$ cat src/rtl/regfile_pkg.sv
// Shared defaults and address helpers for the decode-stage register file.
package regfile_pkg;

  localparam int DEF_DATA_W = 32;
  localparam int DEF_ADDR_W = 5;
  localparam int MAX_ADDR_W = 32;

  // Callers widen their address to MAX_ADDR_W so one helper serves every ADDR_W.
  function automatic logic isZeroAddr(input logic [MAX_ADDR_W-1:0] addr,
                                      input logic                  zeroReg);
    return zeroReg && (addr == '0);
  endfunction

endpackage

$ cat src/rtl/regfile_scoreboard.sv
// Busy-bit scoreboard: tracks registers with an in-flight producer and
// answers hazard queries for every read port and the issue port.
module regfile_scoreboard
  import regfile_pkg::*;
#(
  parameter int ADDR_W   = DEF_ADDR_W,
  parameter int NUM_RD   = 2,
  parameter int ZERO_REG = 1,
  parameter int BYPASS   = 1
) (
  input  logic                     clk,
  input  logic                     rst_n,
  input  logic [NUM_RD*ADDR_W-1:0] rd_addr,
  output logic [NUM_RD-1:0]        rd_busy,
  input  logic                     wr_en,
  input  logic [ADDR_W-1:0]        wr_addr,
  input  logic                     iss_en,
  input  logic [ADDR_W-1:0]        iss_addr,
  output logic                     iss_ok,
  input  logic                     flush
);

  localparam int   DEPTH   = 1 << ADDR_W;
  localparam logic ZERO_EN = (ZERO_REG != 0);
  localparam logic BYP_EN  = (BYPASS != 0);

  logic [DEPTH-1:0] busy;
  logic             wrZero;
  logic             issZero;
  logic             issAccept;

  always_comb begin
    wrZero    = isZeroAddr(MAX_ADDR_W'(wr_addr), ZERO_EN);
    issZero   = isZeroAddr(MAX_ADDR_W'(iss_addr), ZERO_EN);
    // A writeback retiring the same register this cycle frees it for reuse.
    iss_ok    = issZero || !busy[iss_addr] || (wr_en && (wr_addr == iss_addr));
    issAccept = iss_en && iss_ok && !flush;
  end

  // Set is applied after clear so a same-cycle issue keeps the register busy.
  always_ff @(posedge clk or negedge rst_n) begin
    if (!rst_n) begin
      busy <= '0;
    end else if (flush) begin
      busy <= '0;
    end else begin
      if (wr_en && !wrZero)
        busy[wr_addr] <= 1'b0;
      if (issAccept && !issZero)
        busy[iss_addr] <= 1'b1;
    end
  end

  for (genvar k = 0; k < NUM_RD; k++) begin : gRdBusy
    logic [ADDR_W-1:0] rdAddr;
    logic              rdZero;
    logic              wrHit;
    assign rdAddr     = rd_addr[k*ADDR_W +: ADDR_W];
    assign rdZero     = isZeroAddr(MAX_ADDR_W'(rdAddr), ZERO_EN);
    assign wrHit      = BYP_EN && wr_en && (wr_addr == rdAddr);
    assign rd_busy[k] = !rdZero && busy[rdAddr] && !wrHit;
  end

endmodule

$ cat src/rtl/regfile_sb.sv
// Parametrised register file with N bypassed read ports, optional hard-wired
// zero register and an integrated busy scoreboard for RAW/WAW detection.
module regfile_sb
  import regfile_pkg::*;
#(
  parameter int DATA_W   = DEF_DATA_W,
  parameter int ADDR_W   = DEF_ADDR_W,
  parameter int NUM_RD   = 2,
  parameter int ZERO_REG = 1,
  parameter int BYPASS   = 1
) (
  input  logic                     clk,
  input  logic                     rst_n,
  input  logic [NUM_RD*ADDR_W-1:0] rd_addr,
  output logic [NUM_RD*DATA_W-1:0] rd_data,
  output logic [NUM_RD-1:0]        rd_busy,
  input  logic                     wr_en,
  input  logic [ADDR_W-1:0]        wr_addr,
  input  logic [DATA_W-1:0]        wr_data,
  input  logic                     iss_en,
  input  logic [ADDR_W-1:0]        iss_addr,
  output logic                     iss_ok,
  input  logic                     flush
);

  localparam int   DEPTH   = 1 << ADDR_W;
  localparam logic ZERO_EN = (ZERO_REG != 0);
  localparam logic BYP_EN  = (BYPASS != 0);

  logic [DATA_W-1:0] regs [DEPTH];
  logic              wrZero;

  assign wrZero = isZeroAddr(MAX_ADDR_W'(wr_addr), ZERO_EN);

  // Data is cleared on reset too: a mid-run reset must discard all contents.
  always_ff @(posedge clk or negedge rst_n) begin
    if (!rst_n) begin
      for (int i = 0; i < DEPTH; i++)
        regs[i] <= '0;
    end else if (wr_en && !wrZero) begin
      regs[wr_addr] <= wr_data;
    end
  end

  for (genvar k = 0; k < NUM_RD; k++) begin : gRdPort
    logic [ADDR_W-1:0] rdAddr;
    logic              rdZero;
    logic              wrHit;
    assign rdAddr = rd_addr[k*ADDR_W +: ADDR_W];
    assign rdZero = isZeroAddr(MAX_ADDR_W'(rdAddr), ZERO_EN);
    assign wrHit  = BYP_EN && wr_en && (wr_addr == rdAddr);

    always_comb begin
      rd_data[k*DATA_W +: DATA_W] = regs[rdAddr];
      if (rdZero)
        rd_data[k*DATA_W +: DATA_W] = '0;
      else if (wrHit)
        rd_data[k*DATA_W +: DATA_W] = wr_data;
    end
  end

  regfile_scoreboard #(
    .ADDR_W  (ADDR_W),
    .NUM_RD  (NUM_RD),
    .ZERO_REG(ZERO_REG),
    .BYPASS  (BYPASS)
  ) uScoreboard (
    .clk     (clk),
    .rst_n   (rst_n),
    .rd_addr (rd_addr),
    .rd_busy (rd_busy),
    .wr_en   (wr_en),
    .wr_addr (wr_addr),
    .iss_en  (iss_en),
    .iss_addr(iss_addr),
    .iss_ok  (iss_ok),
    .flush   (flush)
  );

endmodule
$ cat config.mk
export PLATFORM = sky130hd
export DESIGN_NAME = regfile_sb
export DESIGN_NICKNAME = d
export VERILOG_FILES = /design/src/rtl/regfile_pkg.sv /design/src/rtl/regfile_scoreboard.sv /design/src/rtl/regfile_sb.sv
export SDC_FILE = /design/constraint.sdc
export NUM_CORES = 2
export LEC_CHECK = 0
export BUFFER_PORTS_ARGS = -buffer_cell sky130_fd_sc_hd__buf_4
export CAP_MARGIN = 0
export CORE_MARGIN = 5
export CORE_UTILIZATION = 60
export DETAILED_ROUTE_END_ITERATION = 12
export PLACE_DENSITY_LB_ADDON = 0.1
export SETUP_SLACK_MARGIN = 0.4
export SYNTH_ARGS = -nofsm -noshare
export SYNTH_HDL_FRONTEND = slang
export SYNTH_SLANG_ARGS = --single-unit
$ cat constraint.sdc
create_clock -name clk -period 4.38 [get_ports clk]
set_input_delay 0.657 -clock clk [delete_from_list [all_inputs] [get_ports clk]]
set_output_delay 0.657 -clock clk [all_outputs]
set_load 0.01 [all_outputs]
==> impl_metrics.csv <==
group,metric,value,unit
yosys,ys_ff_latch,1056,
floorplanning,dieArea,0.102,sq mm
floorplanning,io_pins,124,
yosys,async_reset_ff_frac,1.00,
floorplanning,initial_core_util,0.604,
yosys,yosys_warnings,0,
critical_path,arrival,3330,ps
finish,drive_above_1_share,0.525,
critical_path,r2r-end,"uScoreboard.busy[10]",
detailed_routing,vias,38400,
sta,setup_viol,0,
run_status,status,"finished, final reports clean",
yosys,synth_area_per_cell,14.8,sq um
placed_design,dpl.hpwl,111000,um
finish,area_delta_synth_final,11.4,%
cts,cts_tree,"built",
detailed_routing,drt_iter0_drc,4363,
critical_path,start_kind,"input port",
detailed_routing,wirelength,185000,um
pwr,pwr_density_cell,452,mW/mm^2
critical_path,worstPathRequired,3720,ps
sta,layout_min_cycle_time,3980,ps
finish,seq_area,0.0264,sq mm
critical_path,critPathKind,"in2out",
pwr,p_leak,0.0278,uW
sta,drv_slew,0,
floorplanning,design.core.area,0.0949,sq mm
yosys,synthMuxAreaShare,0.431,
yosys,post_synth_num_cell_types,57,
critical_path,r2r_start,"uScoreboard.busy[10]",
detailed_routing,wire_per_inst,35.4,um
finish,nFillCells,6508,
placed_design,dp_slack,352,ps
floorplanning,die_w,319,um
yosys,synth_top_family_by_area,"multiplexers",
critical_path,reg2reg_slack,2230,ps
global_routing,grt_start_max_net_pins,99,
finish,nNetsFinal,3905,
min_path,min_path_type,"in2async",
sta,holdWs,101,ps
finish,multi_input_area,0.0290,sq mm
cts,cts.htree.levels,3,
placed_design,gp_congestion,0.864,
cts,clk_latency,700,ps
sta,setup_tns,0,ps
critical_path,crit_chain,"buf_8, buf_4, mux4_2, and2_1, a211oi_1, a211oi_1, a22o_1, buf_4",
critical_path,critPathTopFamily,"buffers and inverters",
sta,skew,5.20,ps
run,drv_cap,0,
floorplanning,rows,113,
critical_path,crit_fanout,33,
global_routing,antenna_found_initial,8,
yosys,ys.flop_type,"dfrtp_1",
cts,cts_root_buffer,"clkbuf_16",
critical_path,r2r_cells,5,
global_routing,grtUsageTotal,0.362,
sta,worst_slew_pin_slew,1310,ps
yosys,syn_area,0.0573,sq mm
critical_path,path_buf_inv,3,
yosys,synthAdderAreaFrac,0,
pwr,ir_drop,0.385,mV
sta,fin_ws,396,ps
yosys,synth_edf_count,0,
global_routing,grt_pass1_vias,40500,
cts,cts_hold_buf,0,
cts,post_cts_buffers,0,
critical_path,endpoint_kind,"output port",
yosys,syn_inst,3874,
yosys,seq_area_frac_synth,0.462,
yosys,synth_nets,3931,
critical_path,startpoint,"rd_addr[1]",
detailed_routing,firstDrtPassIters,5,
yosys,synth-simple-area-share,0.0320,
sta,hold_viol,0,
sta,relSlewSlack,0.122,
floorplanning,dieHeight,319,um
critical_path,max_stage_delay,640,ps
sta,rsz0062_at_grt,"yes",
detailed_routing,via_per_inst,7.37,
global_routing,grt_pass1_wl,274000,um
yosys,synth-xor-area-share,0.00229,
placed_design,port_buffers,123,
global_routing,overflow,0,
detailed_routing,drtAntennaViolNets,0,
detailed_routing,drc,0,
sta,fin_crit_sh,0.910,
sta,fmax,251,MHz
cts,cts_buffers,112,
critical_path,cp_slowest_cell,"a211oi_1",
cts,clockBufferDepth,3,
yosys,synth_compound_area_frac,0.0375,
cts,cts_sinks,1056,
cts,clk_pin_slew,60,ps
cells by family after synthesis:
family / after synthesis
compound gates: 292
xor+xnor: 15
buf+inv: 457
flops: 1056
mux: 1679
simple gates: 375
worst register-to-register path, delay by kind of cell, from the launching register on:
family	cells	cell delay [ps]
AO/OA/AOI/OAI	3	910
AND/OR/NAND/NOR	1	520
multiplexers	1	220
flip-flops	1	420
placed cells by master (no fill, tap or decap), types with 8 or more instances in the layout:
cell       Yosys  layout
a211oi_1      33      32
a21oi_1       21      21
a221o_1       30      30
a221oi_1      38      38
a22o_1        11      11
a22oi_1       10      10
a311oi_1       8       8
a31oi_1       11      11
and2_1        12      12
and3_1        25      25
buf_12         0      45
buf_4         33     254
bufinv_16      0       9
clkbuf_1     314      25
clkbuf_16      0     116
clkbuf_8       0      32
clkinv_2       0      19
dfrtp_1     1056    1056
mux2_2       998     998
mux2i_1      151     151
mux4_2       530     530
nand2_1      126     113
nand2_2        0      13
nand2b_1      10       8
nand3_1       36      35
nand3b_1       8       8
nor2_1        79      63
nor2_4         0      14
nor3_1        30      27
nor3b_1       15      15
nor4_1         8       8
o21ai_0       64      64
o22ai_1       19      19
xor2_1         8       8
power by group:
| group | total (uW) | internal [uW] | leakage [uW] | switching (uW) |
|---|---|---|---|---|
| Sequential | 12900 | 11600 | 0.0136 | 1340 |
| Clock | 9870 | 5880 | 0.00189 | 3990 |
| Combinational | 6050 | 3600 | 0.0123 | 2460 |
worst max-delay path by stage:
stage                        endpoint  slack, ps  cells after the start
after floorplan           rd_data[47]       1070                      6
after global placement    rd_data[63]        400                     10
after detailed placement  rd_data[63]        350                     10
after CTS                 rd_data[23]        440                      8
after global routing      rd_data[32]        370                      9
final                      rd_data[6]        400                      8
final cells by class:
cell class / instances / area share
inverter: 14 / 0.000863
clock buffer: 173 / 0.0539
sequential: 1056 / 0.414
antenna: 7 / 0.000275
timing repair buffer: 303 / 0.0450
tap: 1265 / 0.0248
clock inverter: 29 / 0.00608
multi-input combinational: 2361 / 0.455
flip-flops by register name, summed over array words and instances, names as in the netlist:
signal	flops
uScoreboard.busy	32
regs	1024
Yosys cell counts (5+ instances only):
master        n  share of area
dfrtp_1    1056           0.46
mux2_2      998           0.20
mux4_2      530           0.21
clkbuf_1    314          0.021
mux2i_1     151          0.026
nand2_1     126         0.0083
nor2_1       79         0.0052
o21ai_0      64         0.0056
buf_2        61         0.0053
a221oi_1     38         0.0058
nand3_1      36         0.0031
a211oi_1     33         0.0043
buf_4        33         0.0043
a221o_1      30         0.0052
nor3_1       30         0.0026
and3_1       25         0.0027
a21oi_1      21         0.0018
buf_1        20         0.0013
o22ai_1      19         0.0021
nor3b_1      15         0.0020
buf_6        13         0.0026
and2_1       12         0.0013
a22o_1       11         0.0017
a31oi_1      11         0.0012
a22oi_1      10         0.0013
nand2b_1     10         0.0011
inv_1         9        0.00059
a311oi_1      8         0.0012
nand3b_1      8         0.0010
nor4_1        8        0.00087
xor2_1        8         0.0012
a21o_1        7        0.00092
a32o_1        7         0.0012
xnor2_1       7         0.0011
a32oi_1       6        0.00092
o32ai_1       6        0.00092
a2111oi_0     5        0.00076
nor2b_1       5        0.00055
metal layers:
layer | vias to the layer above | track usage | share of wire
met5 | - | 0 | 0.00010
met4 | 2 | 0.178 | 0.060
met3 | 608 | 0.0852 | 0.097
met2 | 2194 | 0.562 | 0.47
met1 | 20600 | 0.488 | 0.37
li1 | 15000 | - | -
repair_timing:
item | CTS | global route
gates cloned | 0 | 0
endpoints found under the setup margin | 1 | 6
gates resized for setup | 1 | 2
metrics by stage:
stage | util | cell area, sq um | instances | total power (uW)
floorplan | - | 57300 | 3874 | 17000
global placement | 0.632 | 59900 | 4999 | 18600
detailed placement | 0.632 | 59900 | 4999 | 19000
CTS | 0.672 | 63700 | 5201 | 28800
global route | 0.672 | 63800 | 5207 | 29900
finish | 0.672 | 63800 | 5208 | 28800
(Power assumes the default switching activity.)
